### config.mk
export PLATFORM = sky130hd
export DESIGN_NAME = mwc_trace_buf
export DESIGN_NICKNAME = d
export VERILOG_FILES = /design/src/rtl/mem_write_checker_pkg.sv /design/src/rtl/mwc_trace_buf.sv
export SDC_FILE = /design/constraint.sdc
export NUM_CORES = 1
export LEC_CHECK = 0
export CAP_MARGIN = 20
export CORE_MARGIN = 1.5
export CORE_UTILIZATION = 30
export CTS_CLUSTER_SIZE = 24
export DETAILED_ROUTE_END_ITERATION = 10
export GPL_ROUTABILITY_DRIVEN = 0
export GPL_TIMING_DRIVEN = 0
export PLACE_DENSITY = 0.56
export SLEW_MARGIN = 20
export SYNTH_ARGS = -nofsm -noshare
export SYNTH_HDL_FRONTEND = slang
export SYNTH_SLANG_ARGS = --single-unit
### constraint.sdc
create_clock -name clk -period 4.8 [get_ports clk]
set_input_delay 0.48 -clock clk [delete_from_list [all_inputs] [get_ports clk]]
set_output_delay 0.48 -clock clk [all_outputs]
set_load 0.02 [all_outputs]
### src/rtl/mem_write_checker_pkg.sv
// Shared types and constants for the memory write-sequence checker.
package mem_write_checker_pkg;

  typedef enum logic [1:0] {
    ST_IDLE = 2'd0,
    ST_RUN  = 2'd1,
    ST_PASS = 2'd2,
    ST_FAIL = 2'd3
  } state_e;

  localparam logic [1:0]  FC_NONE     = 2'd0;
  localparam logic [1:0]  FC_MISMATCH = 2'd1;
  localparam logic [1:0]  FC_TIMEOUT  = 2'd2;
  localparam logic [31:0] CYC_MAX     = 32'hFFFF_FFFF;

  function automatic logic [31:0] sat_inc32(input logic [31:0] v);
    sat_inc32 = (v == CYC_MAX) ? v : v + 32'd1;
  endfunction

endpackage

### src/rtl/mwc_trace_buf.sv
// Circular log of the most recent stores; index 0 on the read side is the newest entry.
module mwc_trace_buf
  import mem_write_checker_pkg::*;
#(
  parameter int AW    = 32,
  parameter int DW    = 32,
  parameter int DEPTH = 8
) (
  input  logic                         clk,
  input  logic                         reset,
  input  logic                         clr,
  input  logic                         wr_en,
  input  logic [AW-1:0]                wr_adr,
  input  logic [DW-1:0]                wr_data,
  input  logic [$clog2(DEPTH)-1:0]     sel,
  output logic [AW-1:0]                rd_adr,
  output logic [DW-1:0]                rd_data,
  output logic [$clog2(DEPTH+1)-1:0]   cnt
);

  localparam int PW = $clog2(DEPTH);
  localparam int CW = $clog2(DEPTH+1);

  logic [AW-1:0] adr_mem_r  [DEPTH];
  logic [DW-1:0] data_mem_r [DEPTH];
  logic [PW-1:0] wptr_r;
  logic [PW-1:0] rptr_s;

  // Write pointer, fill count and storage; clear wins over a same-cycle write.
  always_ff @(posedge clk or negedge reset) begin
    if (!reset) begin
      wptr_r <= {PW{1'b0}};
      cnt    <= {CW{1'b0}};
      for (int i = 0; i < DEPTH; i++) begin
        adr_mem_r[i]  <= {AW{1'b0}};
        data_mem_r[i] <= {DW{1'b0}};
      end
    end else if (clr) begin
      wptr_r <= {PW{1'b0}};
      cnt    <= {CW{1'b0}};
      for (int i = 0; i < DEPTH; i++) begin
        adr_mem_r[i]  <= {AW{1'b0}};
        data_mem_r[i] <= {DW{1'b0}};
      end
    end else if (wr_en) begin
      adr_mem_r[wptr_r]  <= wr_adr;
      data_mem_r[wptr_r] <= wr_data;
      wptr_r             <= wptr_r + PW'(1);
      cnt                <= (cnt == CW'(DEPTH)) ? cnt : cnt + CW'(1);
    end else begin
      wptr_r <= wptr_r;
    end
  end

  // Newest entry sits just behind the write pointer.
  always_comb begin
    rptr_s  = wptr_r - PW'(1) - sel;
    rd_adr  = adr_mem_r[rptr_s];
    rd_data = data_mem_r[rptr_s];
  end

endmodule

==> flow_results.org <==
** STA
- Timing would allow up to 214 MHz.
- The count of final max-slew check failures is 0.
- Adding up every negative setup slack in the final design gives 0 ps.
- Relative slew margins :: about 36%
- In the finished design, the share of the clock period the worst path needs comes to between 90% and 100%.
- The number of hold violations in the final report was 0.
- Final Critical Period :: 4670 ps
- RSZ-0062 raised after global routing :: yes
- For the final database, setup skew stands at 26.7 ps.
- Transition time at the pin with the least slew margin :: 966 ps
- Setup violations remaining at the end of the flow were counted as 0.

** Drt
- Dividing the detail-routed wire length by the instance count gives around 22 um.
- After detailed routing, the number of remaining DRC violations is 0.
- Violation count after the first detailed-routing iteration :: 1895
- Dividing the detail-routed via count by the number of cells gives 5.08.
- Routed vias :: 19400
- Drt pass-1 iters :: 5
- Wires add up to 83100 um.
- Number of nets with antenna violations after routing :: 0

** Logic synthesis
- The most used flip-flop cell after synthesis is dfrtp_1.
- Sequential fraction of the synthesis area :: 52.1%
- Syn. warnings :: 0
- After technology mapping, the gate count stands at 2570.
- The synthesized design contains 519 register bits.
- Netlist area before placement :: about 25000 um^2
- Of all flip-flops after synthesis, the portion carrying an async set or reset was 100%.
- Net count after synthesis :: 2646
- Number of synthesized flops with an enable pin :: 0
- In this run, distinct cell masters in the synthesized netlist total 35.
- Averaged over all synthesized cells, the footprint is a little under 10 um^2.

** Critical path
- Worst EP arrival :: around 4200 ps
- In this run the worst path has a maximum fanout of 10.
- Critical Path Sink Type :: primary output
- Setup crit start kind :: flip-flop
- The signal on the critical path passes through ha_1, fa_1, buf_2, buf_1, mux4_2, mux2_2, clkdlybuf4s50_1.
- The largest single stage delay on the critical path is a little over 700 ps.
- Library cell contributing the largest single delay on the critical path :: buf_1
- For flop-to-flop paths, the worst setup slack is 2390 ps.
- By startpoint and endpoint, the worst setup path is classified as reg -> out.
- Critical Path RT :: 4320 ps

** Power and ir drop
- Per report_power, the clock group accounts for 43.4% of the total.
- For this design the static power due to leakage is 11.9 nW.
- VDD sags by at most between 0.2 and 0.3 mV.
- Fraction of power spent switching nets :: 27.3%
- Power share of the sequential group :: 43.6%
- Net load switching power :: 2.83 mW
- Summing internal, switching and leakage power gives 10.3 mW.
- Power Internal :: 7.52 mW
- Power density relative to cell area :: 356 nW/um^2
- Combinational cells account for 13.0% of the total power.

** Floorplan
- IO Pins :: 139
- For this configuration, the core starts out at a cell density of a little under a third.
- The floorplan has 105 rows.
- Chip Height :: 291 um
- Placeable core region :: 82100 um^2
- From left edge to right edge, the die measures 291 um.
- The die covers 84800 um^2.

** CTS
- CTS saw 519 sinks.
- The root buffer cell chosen for the clock tree is clkbuf_16.
- Post-CTS clock slew at the launch and capture registers of the worst setup and hold paths :: 60 ps
- Number of buffers added by the clock tree synthesis step :: 56
- The longest clock path from root to sink contains 3 buffers.
- TritonCTS built the clock tree.
- The later pin in the worst-skew pair is clocked with a latency of between 600 and 700 ps.
- H-tree levels :: 2

** Cells and area
- Once layout is done, the placed cells without fillers occupy a little under 30000 um^2.
- Layout cell share with drive strength beyond 1 :: 17.2%
- Compared with the post-synthesis result, the final layout area differs by 16.6%.
- Count of filler cells inserted in the layout :: 8279
- Cells fill 35.4% of the core in the end.
- The top cell types in the final layout, fill and taps aside, are 1026 x nand2_1, 519 x dfrtp_1, 514 x a21oi_1.
- The final layout contains approximately 2800 nets.
- The multi-input combinational cells in the finished layout cover a total of 10400 um^2.
- Combined flip-flop and latch cell area :: ~13000 um^2
- Commonest non-fill, non-tap cell in the layout :: nand2_1

** Run status
- The run finished with clean final reports.

** Placement
- DPL Wire Length :: 55700 um
- Post-Place Cell Area :: 27200 um^2
- Number of buffers added on ports :: 73

** Global routing
- Global routing used ~20% of the available tracks across all layers.
- Pin count of the biggest net entering global routing :: 94
- Global route overflow :: 0
- The first global-routing pass estimated 127000 um of wire.
- Number of global-route vias before repair :: 19800
- Number of antenna violations at the first check in global routing :: 8

** Hold path
- Class of the most critical hold timing path :: in -> reg

** Job
- Reported max-cap violation count :: 0
[final cells by class]
class / count / share of cell area (%)
flip-flops and latches: 519 / 44.7
diodes: 3 / 0.0258
inverters: 5 / 0.0646
plain buffers: 273 / 5.18
repair buffers: 80 / 3.13
clock buffers: 85 / 5.68
multi-input cells: 1773 / 35.9
clock inverters: 20 / 0.758
well taps: 1070 / 4.61
[kinds of logic after synthesis]
group           synth area share, %
fa+ha+maj                     0.281
xor+xnor                      0.281
buf+inv                        6.10
simple gates                   16.4
flops                          52.1
compound gates                 10.4
mux                            14.5
[what timing repair did]
item,4_1_cts,5_1_grt
setup endpoints to repair,0,14
hold endpoints to repair,46,0
resized for setup,0,9
hold buffers,1,0
buffers inserted,0,0
[Yosys cell counts (all sizes together) (2+ instances only)]
master | number | area share, %
nand2 | 1026 | 15
dfrtp | 519 | 52
a21oi | 514 | 10
buf | 187 | 4.7
mux4 | 128 | 12
clkbuf | 86 | 1.3
mux2 | 64 | 2.9
inv | 5 | 0.075
nor2 | 5 | 0.075
ha | 4 | 0.20
and4b | 3 | 0.12
and4bb | 3 | 0.15
nand4b | 3 | 0.11
nand4bb | 3 | 0.14
xor2 | 3 | 0.14
nand3 | 2 | 0.040
nand4 | 2 | 0.050
o21ai | 2 | 0.040
xnor2 | 2 | 0.15
[metrics by stage]
stage	setup slack [ps]	hold slack, ps	std cells
after detailed placement	125	420	3719
after floorplan	1910	184	2570
after global routing	-6.72	146	3826
final	128	145	3828
after global placement	-21400	506	3713
after CTS	9.72	129	3825
[sequential cells by signal (all words and copies together), names as in the netlist]
name / count
cnt: 4
data_mem_r: 256
wptr_r: 3
adr_mem_r: 256
[metal layers]
| layer | global-route usage, % | vias up | part of all wire (%) |
|---|---|---|---|
| met5 | 0 | - | 0.083 |
| met2 | 32.5 | 572 | 48 |
| met4 | 5.55 | 10 | 2.5 |
| li1 | - | 8828 | - |
| met1 | 26.4 | 9908 | 43 |
| met3 | 3.50 | 125 | 6.5 |
[power by group through the flow]
stage               Clock, mW  Combinational [mW]  Sequential (mW)
floorplan                   0               0.824             4.58
global placement            0                1.33             4.60
detailed placement          0                1.36             4.59
CTS                      4.53                1.36             4.51
global route             4.70                1.44             4.52
finish                   4.49                1.34             4.51
[worst max-delay path: cells and delay by family (launching register included)]
| kind | cells | cell delay (ps) |
|---|---|---|
| fa+ha+maj | 2 | 730 |
| buf+inv | 3 | 1600 |
| flops | 1 | 480 |
| mux | 2 | 730 |
[worst paths after layout]
check,from,endpoint,depth (start not counted)
max in group asynchronous,reset,data_mem_r[171]$_DFFE_PN0P_,6
hold reg to reg,data_mem_r[84]$_DFFE_PN0P_,data_mem_r[84]$_DFFE_PN0P_,2
setup / recovery,wptr_r[0]$_DFFE_PN0P_,rd_adr[10],7
min in group asynchronous,reset,adr_mem_r[145]$_DFFE_PN0P_,2
setup reg to reg,wptr_r[1]$_DFFE_PN0P_,adr_mem_r[11]$_DFFE_PN0P_,5
hold / removal,wr_adr[0],adr_mem_r[96]$_DFFE_PN0P_,3
(Power assumes the default switching activity.)
